===== config.mk =====
export PLATFORM = sky130hd
export DESIGN_NAME = instr_sequencer
export DESIGN_NICKNAME = d
export VERILOG_FILES = /design/src/rtl/instr_sequencer_pkg.sv /design/src/rtl/instr_branch_cond.sv /design/src/rtl/instr_sequencer.sv
export SDC_FILE = /design/constraint.sdc
export NUM_CORES = 1
export LEC_CHECK = 0
export CAP_MARGIN = 20
export CORE_MARGIN = 1.5
export CORE_UTILIZATION = 40
export CTS_BUF_LIST = sky130_fd_sc_hd__clkbuf_4
export DETAILED_ROUTE_END_ITERATION = 10
export PLACE_DENSITY = 0.71
export SYNTH_ARGS = -nofsm -noshare
export SYNTH_HDL_FRONTEND = slang
export SYNTH_SLANG_ARGS = --single-unit

===== constraint.sdc =====
create_clock -name CLK -period 2.4 [get_ports CLK]
set_input_delay 0.24 -clock CLK [delete_from_list [all_inputs] [get_ports CLK]]
set_output_delay 0.24 -clock CLK [all_outputs]
set_load 0.02 [all_outputs]

===== src/rtl/instr_sequencer_pkg.sv =====
// instr_sequencer_pkg: opcodes, sequencer states, instruction field positions and ALU operation encodings
package instr_sequencer_pkg;
    typedef enum logic [3:0] {
        OP_NOP    = 4'h0,
        OP_ADDSUB = 4'h1,
        OP_MUL    = 4'h2,
        OP_LOGIC  = 4'h3,
        OP_LSH    = 4'h4,
        OP_RSH    = 4'h5,
        OP_CMP    = 4'h6,
        OP_LDI    = 4'h7,
        OP_LD     = 4'h8,
        OP_ST     = 4'h9,
        OP_JMP    = 4'hA,
        OP_BR     = 4'hB,
        OP_ILL_C  = 4'hC,
        OP_ILL_D  = 4'hD,
        OP_ILL_E  = 4'hE,
        OP_HALT   = 4'hF
    } opcode_t;
    typedef enum logic [2:0] {
        S_FETCH,
        S_EXEC,
        S_FETCH2,
        S_LOAD,
        S_STORE,
        S_HALT
    } state_t;
    localparam int OPC_LSB = 12;
    localparam int RD_LSB  = 9;
    localparam int RS1_LSB = 6;
    localparam int RS2_LSB = 3;
    localparam int SUB_LSB = 0;
    localparam logic [6:0] OPN_BUS = 7'b1000000;
    // ALU opcodes 1..6 map to enable bit 6 plus one-hot bit (opcode-1)
    function automatic logic [6:0] alu_onehot(input opcode_t op);
        logic [3:0] idx;
        idx = op - 4'd1;
        return {1'b1, 6'b000001 << idx};
    endfunction
endpackage


===== src/rtl/instr_branch_cond.sv =====
// instr_branch_cond: maps the BR sub field and ALU status flags to a take-branch decision
module instr_branch_cond (
    input  logic [2:0] sub,
    input  logic [5:0] status,
    output logic       take
);
    logic [7:0] cond;
    assign cond = {~status[0], status, 1'b1};
    assign take = cond[sub];
endmodule


===== src/rtl/instr_sequencer.sv =====
// instr_sequencer: fetch/decode sequencer driving the ALU and a word-addressed memory
// JMP/BR are decoded only when INSTR_SEQ_BRANCH_EN is defined; otherwise they are illegal opcodes
module instr_sequencer
    import instr_sequencer_pkg::*;
#(
    parameter logic [15:0] RESET_PC = 16'h0000
) (
    input  logic        CLK,
    input  logic        RST_N,
    output logic [15:0] mem_addr,
    output logic        mem_rd,
    output logic        mem_wr,
    output logic [15:0] mem_wdata,
    input  logic [15:0] mem_rdata,
    input  logic        mem_ready,
    output logic [2:0]  operandIndex1,
    output logic [2:0]  operandIndex2,
    output logic [2:0]  resultsIndex,
    output logic [6:0]  operation,
    output logic [3:0]  params,
    output logic        readBus,
    output logic [15:0] din,
    input  logic [15:0] alu_dout,
    input  logic [5:0]  alu_status,
    output logic        halted,
    output logic        illegal_op
);
    state_t      state;
    opcode_t     op;
    logic [15:0] pc, instr, imm;
    logic        run, ext, take, is_alu, is_ext, is_bad, fetching, ldi_cyc, ld_done;

    assign op     = opcode_t'(instr[OPC_LSB +: 4]);
    assign is_alu = op inside {OP_ADDSUB, OP_MUL, OP_LOGIC, OP_LSH, OP_RSH, OP_CMP};
`ifdef INSTR_SEQ_BRANCH_EN
    assign is_ext = op inside {OP_LDI, OP_LD, OP_ST, OP_JMP, OP_BR};
    assign is_bad = op inside {OP_ILL_C, OP_ILL_D, OP_ILL_E};
`else
    assign is_ext = op inside {OP_LDI, OP_LD, OP_ST};
    assign is_bad = op inside {OP_JMP, OP_BR, OP_ILL_C, OP_ILL_D, OP_ILL_E};
`endif

    instr_branch_cond u_cond (
        .sub    (instr[SUB_LSB +: 3]),
        .status (alu_status),
        .take   (take)
    );

    // run holds off the first fetch until the cycle after reset release so outputs stay 0 in reset
    always_ff @(posedge CLK or negedge RST_N) begin
        if (!RST_N) begin
            state <= S_FETCH;
            pc    <= RESET_PC;
            instr <= 16'h0;
            imm   <= 16'h0;
            run   <= 1'b0;
            ext   <= 1'b0;
        end else begin
            run <= 1'b1;
            case (state)
                S_FETCH: if (run && mem_ready) begin
                    instr <= mem_rdata;
                    pc    <= pc + 16'd1;
                    ext   <= 1'b0;
                    state <= S_EXEC;
                end
                S_EXEC: state <= (!ext && op == OP_HALT) ? S_HALT :
                                 (!ext && is_ext) ? S_FETCH2 : S_FETCH;
                S_FETCH2: if (mem_ready) begin
                    imm   <= mem_rdata;
                    pc    <= (op == OP_JMP || (op == OP_BR && take)) ? mem_rdata : pc + 16'd1;
                    ext   <= 1'b1;
                    state <= op == OP_LDI ? S_EXEC :
                             op == OP_LD  ? S_LOAD :
                             op == OP_ST  ? S_STORE : S_FETCH;
                end
                S_LOAD, S_STORE: if (mem_ready) state <= S_FETCH;
                default: ;
            endcase
        end
    end

    // ext marks the LDI write-back pass through EXEC that follows the extension fetch
    assign fetching      = (state == S_FETCH && run) || state == S_FETCH2;
    assign ldi_cyc       = state == S_EXEC && ext;
    assign ld_done       = state == S_LOAD && mem_ready;
    assign mem_rd        = fetching || state == S_LOAD;
    assign mem_wr        = state == S_STORE;
    assign mem_addr      = fetching ? pc : (state == S_LOAD || state == S_STORE) ? imm : 16'h0;
    assign mem_wdata     = mem_wr ? alu_dout : 16'h0;
    assign readBus       = ldi_cyc || ld_done;
    assign operation     = (state == S_EXEC && !ext && is_alu) ? alu_onehot(op) :
                           readBus ? OPN_BUS : 7'h0;
    assign din           = ldi_cyc ? imm : ld_done ? mem_rdata : 16'h0;
    assign resultsIndex  = instr[RD_LSB +: 3];
    assign operandIndex1 = instr[RS1_LSB +: 3];
    assign operandIndex2 = instr[RS2_LSB +: 3];
    assign params        = {1'b0, instr[SUB_LSB +: 3]};
    assign halted        = state == S_HALT;
    assign illegal_op    = state == S_EXEC && !ext && is_bad;
endmodule

==> impl_results.md, run 1 <==
* Final hold violation count at 0
* Pre-CTS setup slack at -0.02831 ns
* Worst r2r dst: pc[3]
* RSZ-0062 raised after global routing: false
* Req. time, crit path at 2.16 ns
* Reg2Reg Launch Point: state[2]
* Ys async rst share at 1.000
* Routed wire length per instance at 18.70 um
* Number of flops mapped to enable cells by yosys at 0
* Critical Path, Cell by Cell: buf_4 -> nor3_1 -> o21bai_1 -> buf_12 -> a22o_1 -> dlygate4sd2_1
* Via Count at about 3.4k
* Drt via density at between 5 and 6
* Fmax at ~430 MHz
* Post-route ant nets at 0
* Die extent in y at around 96 um
* Synth Instances at 354
* P per Cell Area at around 980 mW/mm^2
* Initial antenna violation count at 0
* Main synth FF type: dfrtp_1
* Die X at 96.07 um
* Clock Skew at roughly 0.0089 ns
* Slack of the worst reg-to-reg path at roughly 0.18 ns
* Net Count, Synth at about 400
* DRC viols at 0
* Pins Over Slew Limit at 0
* Total CTS buffers at 5
* Setup TNS after final layout at 0 ns
* # rows at 33
* Share of layout cells above drive strength 1 at 0.2557
* Final hold slack at around 0.26 ns
* Post-synthesis sequential element count at 53
* # setup viols final at 0
* Fin cells at slightly below 600
* Htree depth at 2
* Root buf cell: clkbuf_4
* Commonest non-fill, non-tap cell in the layout: clkdlybuf4s50_1
* Yosys cell types at 67
* Die area at roughly 0.0092 sq mm
* Worst min-delay path class: in -> async
* CTS tree: yes
* R2R depth at 8
* Starting DRC count in detailed routing at between 150 and 200
* Clk_lat worst skew at 0.38 ns
* Vias in the first global route at 3,246
* Drt first pass iters at 4
* Initial core utilization at 0.4175
* Total track usage at 0.2410
* Yosys synthesis warning count at 0
* Clk buf depth at 2
* Largest net degree at the start of global routing at 26
* Ports at ~110
* Period minus WS final at about 2.3 ns
* Area delta synth->final at 39.62%
* Fill cell count at about 760
* Crit Path Class: reg -> out
* Register area at between 0.001 and 0.0015 sq mm
* Status: complete, no violations
* Multi-input gate area at between 0.0015 and 0.002 sq mm
* RePlAce Congestion at a little under 0.9
* Slowest stage delay, CP at between 0.4 and 0.5 ns
* Setup ws final at between 0.05 and 0.06 ns
* Port Buffer Count at around 110
* Antenna Cells at 0
* Worst VDD drop at 0.0005004 V
* DP HPWL at ~8000 um
* Critical Path Start Type: register
* Core area at 0.008299 sq mm
* Post-Syn Area at 0.003465 sq mm
* WL final at between 10,000 and 15,000 um
* CP max FO at 16
* Final Cycle Share at 0.9787
* Global-route wire length before repair at roughly 17,000 um
* Nets at around 520
* Reg clk slew, reported paths at roughly 0.15 ns
* Critical path's slowest cell: dfrtp_1
* Placed cell count at 573
* Lkg Pwr at about 2.4 nW
* Sequential-to-total area share from yosys stat at 0.3828
* Maximum Capacitance Violations at 0
* Worst Path Arrival at between 2 and 2.5 ns
* Most frequent cells in the layout: clkdlybuf4s50_1 (54), dfrtp_1 (53), buf_4 (40), a22o_1 (32), mux2_2 (32)
* Grt ovf at 0
* Synthesized area per cell at 9.787 sq um
* Crit end category: output port
* CTS sink cnt at 53
## state kept, by name, summed over array words and instances (netlist names)
name and flops:
state 3, run 1, instr 16, pc 16, ext 1, imm 16
## cells in the mapped netlist (all sizes together) (4+ instances only)
master / count / area share
nand2b: 4 / 0.0072
a21oi: 8 / 0.012
nand2: 20 / 0.022
clkbuf: 17 / 0.018
mux2i: 7 / 0.020
o21ai: 7 / 0.010
dfrtp: 53 / 0.38
nor3: 20 / 0.033
or3: 5 / 0.0090
inv: 6 / 0.0065
a211oi: 4 / 0.0087
nor2: 17 / 0.018
mux2: 32 / 0.10
a31oi: 4 / 0.0090
nand4: 6 / 0.011
and3: 21 / 0.038
a22o: 32 / 0.081
nand3: 7 / 0.010
buf: 19 / 0.038
## per-stage QoR
| stage | util | total power, mW | area, sq um |
|---|---|---|---|
| 2_1_floorplan | - | 3.340 | 3465 |
| 3_3_place_gp | 0.5821 | 4.337 | 4831 |
| 3_5_place_dp | 0.5821 | 4.396 | 4831 |
| 4_1_cts | 0.5892 | 4.741 | 4890 |
| 5_1_grt | 0.5828 | 5.045 | 4837 |
| 6_report | 0.5828 | 4.741 | 4837 |
## worst max-delay path by stage
stage | endpoint | startpoint | cells after the start
global route | mem_addr[6] | state[0] | 6
floorplan | mem_addr[10] | state[1] | 5
CTS | mem_wdata[14] | state[0] | 6
global placement | mem_addr[12] | state[1] | 5
finish | mem_addr[8] | state[0] | 6
detailed placement | mem_addr[8] | state[1] | 5
## layout make-up
class,instances,area share
inverters,6,0.004656
well taps,105,0.02716
repair buffers,155,0.2801
clock buffers,5,0.007760
clock inverters,3,0.002587
flip-flops and latches,53,0.2742
multi-input cells,259,0.4035
## kinds of logic (layout without fill, tap and decap cells)
kind of cell	after synthesis	in the layout	share of synthesized area
AO/OA/AOI/OAI	91	91	0.2127
multiplexers	39	39	0.1242
XOR/XNOR	1	1	0.002528
adder cells (fa/ha/maj)	2	2	0.007222
other	2	2	0.002168
buffers and inverters	42	169	0.06320
AND/OR/NAND/NOR	124	124	0.2051
flip-flops	53	53	0.3828
## worst max-delay path, delay by kind of cell (launching register included)
family                 cells  cell delay, ns
AO/OA/AOI/OAI              2            0.35
buffers and inverters      3            0.70
flip-flops                 1            0.45
AND/OR/NAND/NOR            1            0.22
## per-layer routing
metal / vias up / global-route usage / share of wire
li1: 1594 / - / -
met4: 0 / 0.05147 / 0.011
met5: - / 0 / 0
met1: 1651 / 0.3194 / 0.43
met3: 13 / 0.03949 / 0.083
met2: 132 / 0.4126 / 0.47
## where the power goes
group          switching (mW)  internal [mW]
sequential              0.414           1.28
combinational            1.38           1.27
clock                   0.292          0.107
## repair_timing
action / 4_1_cts / 5_1_grt
endpoints found under the setup margin: 41 / 37
hold endpoints to repair: 12 / 0
resized for setup: 74 / 43
hold buffers: 1 / 0
pin swaps: 1 / 0
buffers inserted: 2 / 1
cloned: 1 / 0
Note: power is estimated with default switching activity, not from simulation.
==> run 2: changes to the inputs <==
--- a/config.mk
+++ b/config.mk
@@ -7,10 +7,11 @@
 export LEC_CHECK = 0
 export CAP_MARGIN = 20
 export CORE_MARGIN = 1.5
-export CORE_UTILIZATION = 40
+export CORE_UTILIZATION = 45
 export CTS_BUF_LIST = sky130_fd_sc_hd__clkbuf_4
 export DETAILED_ROUTE_END_ITERATION = 10
-export PLACE_DENSITY = 0.71
+export PLACE_DENSITY = 0.79
+export REMOVE_ABC_BUFFERS = 1
 export SYNTH_ARGS = -nofsm -noshare
 export SYNTH_HDL_FRONTEND = slang
 export SYNTH_SLANG_ARGS = --single-unit
==> constraint.sdc (replaced) <==
create_clock -name CLK -period 2.6 [get_ports CLK]
set_input_delay 0.26 -clock CLK [delete_from_list [all_inputs] [get_ports CLK]]
set_output_delay 0.26 -clock CLK [all_outputs]
set_load 0.02 [all_outputs]
==> run 2 against run 1 <==
  * Flip-flop and latch count did not move
  * Utilization up 8.4 points
  * Die area is 11% lower
  * First-iteration DRC count grew 22%
  * Setup slack got worse by 0.00054 ns
==> impl_results.md, run 2 (synthesis gave the netlist of run 1 again) <==
* Final hold slack at 0.4042 ns
* Status: complete, no violations
* Area delta synth->final at 41.93%
* Req. time, crit path at about 2.3 ns
* Via Count at 3,508
* Sw frac at 0.4423
* Lkg Pwr at 2.477 nW
* Final core occ at 0.6672
* Worst Path Arrival at roughly 2.3 ns
* Routed wire length per instance at about 19 um
* # setup viols final at 0
* Drt first pass iters at 5
* Initial antenna violation count at 0
* Critical Path, Cell by Cell: clkinvlp_4 -> nor4b_4 -> buf_6 -> a22o_1 -> clkdlybuf4s50_1
* Post-route ant nets at 0
* RePlAce Congestion at roughly 0.9
* Worst min-delay path class: in -> async
* Seq pwr share at 0.363
* Reg clk slew, reported paths at about 0.17 ns
* Clock Power Share at 0.088
* Initial core utilization at 0.4701
* Clk_lat worst skew at around 0.38 ns
* Fmax at between 300 and 400 MHz
* Most frequent cells in the layout: clkdlybuf4s50_1 (72), dfrtp_1 (51), a22o_1 (32), mux2_2 (32), buf_4 (31)
* # rows at 31
* Final hold violation count at 0
* Pins Over Slew Limit at 0
* CTS tree: yes
* Core area at 0.007370 sq mm
* Commonest non-fill, non-tap cell in the layout: clkdlybuf4s50_1
* Port Buffer Count at 112
* Total track usage at 0.2546
* Antenna Cells at 0
* Ports at ~110
* Worst slew pin tran at roughly 0.64 ns
* WL final at approximately 11,000 um
* Vias in the first global route at about 3.4k
* Root buf cell: clkbuf_4
* Die X at slightly above 90 um
* Die area at about 0.008 sq mm
* Cell area after layout at just under 0.005 sq mm
* Die extent in y at ~90 um
* Global-route wire length before repair at between 15,000 and 20,000 um
* DRC viols at 0
* Slowest stage delay, CP at between 0.5 and 0.6 ns
* Starting DRC count in detailed routing at ~210
* CP max FO at 8
* Nets at ~520
* Maximum Capacitance Violations at 0
* Grt ovf at 0
* Total CTS buffers at 5
* Crit Path Class: reg -> out
* Critical path's slowest cell: clkdlybuf4s50_1
* Final Cycle Share at 0.9805
* Htree depth at 2
* Switching power at 1.950 mW
* Placed Area at roughly 0.0047 sq mm
* Logic pwr share at 0.549
* P_int at 2.459 mW
* Critical Path Start Type: register
* Worst VDD drop at 0.0005898 V
* CTS sink cnt at 53
* Period minus WS final at roughly 2.5 ns
* Share of layout cells above drive strength 1 at 0.2189
* Largest net degree at the start of global routing at 28
* DP HPWL at about 7700 um
* Clock Skew at between 0.009 and 0.01 ns
* Largest regs: imm: 16 flops, instr: 16 flops, pc: 16 flops
* Drt via density at between 6 and 7
* P per Cell Area at between 800 and 900 mW/mm^2
* Crit end category: output port
* Slew headroom at 0.5722
* Clk buf depth at 2
==> run 2: cell count changes in the layout (fill, tap and decap cells not counted), sizes merged <==
cell           before  now
dlygate4sd2        25   18
clkbuf             22    9
clkinv              3    1
clkdlybuf4s15       1    0
buf                47   37
clkdlybuf4s50      54   72
clkinvlp            0    2
dlymetal6s2s       10   17
==> run 2: power groups by stage <==
stage | registers (mW) | logic, mW | clock network, mW
detailed placement | 1.60 | 2.37 | 0
CTS | 1.59 | 2.36 | 0.393
global route | 1.66 | 2.59 | 0.419
floorplan | 1.63 | 1.26 | 0
finish | 1.60 | 2.42 | 0.389
global placement | 1.58 | 2.31 | 0
==> run 2: layout make-up <==
type | count | area (sq um)
clock buffers | 5 | 37.54
clock inverters | 3 | 21.27
fillers | 590 | 2452
inverters | 6 | 26.28
multi-input cells | 259 | 1956
flip-flops and latches | 53 | 1329
well taps | 99 | 123.9
repair buffers | 149 | 1424
==> run 2: final timing paths <==
check / depth (start not counted) / from / slack (ns) / end
setup reg to reg: 7 / state[2] / 0.42 / pc[9]
max in group asynchronous: 3 / RST_N / 1.60 / state[2]
hold / removal: 2 / RST_N / 0.40 / instr[6]
setup / recovery: 5 / state[0] / 0.05 / din[13]
min in group CLK: 2 / instr[4] / 0.53 / instr[4]
hold reg to reg: 2 / instr[4] / 0.53 / instr[4]
==> run 2: metal layers <==
layer / track usage / vias up / part of all wire
li1: - / 1586 / -
met1: 0.3168 / 1713 / 0.41
met2: 0.4424 / 186 / 0.50
met3: 0.05808 / 23 / 0.080
met4: 0.06481 / 0 / 0.014
met5: 0 / - / 0
==> run 2: per-stage QoR <==
stage	power [mW]	instances	setup TNS, ns	setup slack (ns)
after floorplan	2.891	318	0	0.1054
after global placement	3.896	555	0	0.1283
after detailed placement	3.965	555	0	0.06650
after CTS	4.345	569	-0.08812	-0.08775
after global routing	4.664	574	-0.01355	-0.01355
final	4.409	574	0	0.05059
==> run 2: worst max-delay path, delay by kind of cell (launching register included) <==
| kind | cells | cell delay, ns |
|---|---|---|
| flops | 1 | 0.45 |
| buf+inv | 3 | 0.99 |
| compound gates | 1 | 0.14 |
| simple gates | 1 | 0.33 |
==> run 2: timing repair <==
action	CTS	global route
buffers inserted	5	5
resized for setup	30	34
hold buffers	1	0
endpoints found under the setup margin	40	23
pin swaps	0	1
hold endpoints to repair	26	0
cloned	0	0
==> run 3: changes to the inputs <==
--- a/config.mk
+++ b/config.mk
@@ -7,10 +7,9 @@
 export LEC_CHECK = 0
 export CAP_MARGIN = 20
 export CORE_MARGIN = 1.5
-export CORE_UTILIZATION = 45
+export CORE_UTILIZATION = 30
 export CTS_BUF_LIST = sky130_fd_sc_hd__clkbuf_4
 export DETAILED_ROUTE_END_ITERATION = 10
-export PLACE_DENSITY = 0.79
 export REMOVE_ABC_BUFFERS = 1
 export SYNTH_ARGS = -nofsm -noshare
 export SYNTH_HDL_FRONTEND = slang
==> run 3 against run 2 <==
  * The run now ends with hold timing left
  * Final area shrank 0.79%
  * Hold slack lost 0.41 ns
  * Register-to-register slack lost 0.07 ns
  * Power shrank 1.7%
  * Count of clock-buffer cells in the layout is the same
  * Non-clock buffer count shrank 1
  * Sequential power is essentially flat
==> impl_results.md, run 3 (synthesis gave the netlist of run 1 again) <==
* Max Used Layer: met4
* Final hold slack at -0.006293 ns
* Antenna Cells at 0
* Clk_lat worst skew at around 0.38 ns
* CP max FO at 9
* Largest net degree at the start of global routing at between 50 and 60
* Fmax at roughly 400 MHz
* Die X at 110.5 um
* Status: finished with violations
* DRC viols at 0
* Via Count at 3,366
* Initial antenna violation count at 0
* Maximum Capacitance Violations at 0
* Cell area after layout at between 0.004 and 0.005 sq mm
* Total CTS buffers at 5
* Grt ovf at 0
* Drt via density at about 5.5
* Worst VDD drop at approximately 0.00033 V
* Total track usage at 0.1795
* Failing checks: hold timing
* DP HPWL at 7888 um
* M1 WL at just under 5000 um
* Ports at 114
* Met2 WL at approximately 5300 um
* Slack of the worst reg-to-reg path at roughly 0.35 ns
* Period minus WS final at 2.541 ns
* Vias in the first global route at ~3.4k
* Clock Skew at ~0.0090 ns
* Core area at about 0.011 sq mm
* Pins Over Slew Limit at 0
* Starting DRC count in detailed routing at 200
* Req. time, crit path at roughly 2.3 ns
* Crit Path Class: reg -> out
* Die extent in y at 110.5 um
* Global-route wire length before repair at between 15,000 and 20,000 um
* Lkg Pwr at 2.239 nW
* Placed Area at 0.004783 sq mm
* # setup viols final at 0
* Most frequent cells in the layout: clkdlybuf4s50_1 (71), dfrtp_1 (51), buf_4 (33), a22o_1 (32), mux2_2 (32)
* RSZ-0062 raised after global routing: true
* Area delta synth->final at 40.81%
* Worst r2r dst: pc[4]
* Reg clk slew, reported paths at 0.16 ns
* CTS tree: yes
* # rows at 39
* Nets at 516
* Critical Path Start Type: register
* Final Cycle Share at 0.9774
* Setup ws final at 0.05872 ns
* Die area at between 0.01 and 0.015 sq mm
* Clk buf depth at 2
* Worst slew pin tran at about 0.7 ns
* Reg2Reg Launch Point: instr[2]
* Final hold violation count at 15
* Largest regs: imm: 16 flops, instr: 16 flops, pc: 16 flops
* WL final at ~11,000 um
* CTS sink cnt at 53
* Root buf cell: clkbuf_4
* R2R depth at 6
* Slew headroom at 0.5338
* RePlAce Congestion at around 0.87
* Pre-CTS setup slack at -0.01506 ns
* Htree depth at 2
* Worst Path Arrival at 2.28 ns
* Post-route ant nets at 0
* Share of layout cells above drive strength 1 at 0.2257
* Port Buffer Count at around 110
* P per Cell Area at approximately 900 mW/mm^2
* Initial core utilization at 0.3060
* Drt first pass iters at 4
* Routed met3 length at roughly 600 um
* Crit end category: output port
* Routed wire length per instance at 17.79 um
* Commonest non-fill, non-tap cell in the layout: clkdlybuf4s50_1
* Worst min-delay path class: in -> async
-- run 3: changes by cell type in the layout (fill, tap and decap cells not counted), sizes merged --
cell and change:
clkinv +2, clkbuf +4, clkdlybuf4s50 -1, clkinvlp -2
dlygate4sd3 -1, dlygate4sd1 +1, clkdlybuf4s15 +4, dlygate4sd2 +8
dlymetal6s2s -16
-- run 3: worst max-delay path, stage by stage, from the launching register on --
cell           delay [ns]
dfrtp_1              0.44
buf_4                0.18
buf_4                0.15
nand2_2              0.11
nor3_4               0.07
buf_4                0.15
or2_2                0.27
a31o_2               0.21
dlygate4sd2_1        0.32
-- run 3: repair_timing --
item	in CTS	in global routing
gates resized for setup	49	26
endpoints found under the setup margin	40	11
pin swaps	0	2
hold buffers	0	0
buffers inserted	3	6
-- run 3: layer usage --
metal  global-route usage  vias up
li1                     -     1589
met3              0.03458       17
met1               0.2379     1641
met4              0.04786        0
met2               0.3000      119
met5                    0        -
-- run 3: where the power goes --
| group | switching, mW | internal (mW) |
|---|---|---|
| clock network | 0.268 | 0.103 |
| registers | 0.412 | 1.18 |
| logic | 1.22 | 1.14 |
-- run 3: area by class of cell --
class,instances,area [sq um]
multi-input combinational,259,1958
inverter,6,22.52
fill,1159,6442
clock buffer,5,37.54
tap,143,178.9
clock inverter,3,17.52
sequential,53,1329
timing repair buffer,148,1335
-- run 3: worst max path at each step --
stage | startpoint | endpoint | depth (start not counted)
after global placement | state[1] | mem_addr[11] | 5
after global routing | state[1] | operation[6] | 8
after CTS | state[2] | mem_addr[9] | 6
after floorplan | state[2] | mem_addr[0] | 4
final | state[1] | operation[6] | 8
after detailed placement | state[0] | mem_addr[9] | 4
-- run 3: metrics by stage --
stage           TNS, ns  total power, mW  utilization  cells
2_1_floorplan         0            2.891            -    318
3_3_place_gp          0            3.951       0.4225    600
3_5_place_dp   -0.04467            3.981       0.4225    600
4_1_cts        -0.04056            4.322       0.4287    611
5_1_grt        -0.03101            4.636       0.4309    617
6_report              0            4.335       0.4309    617
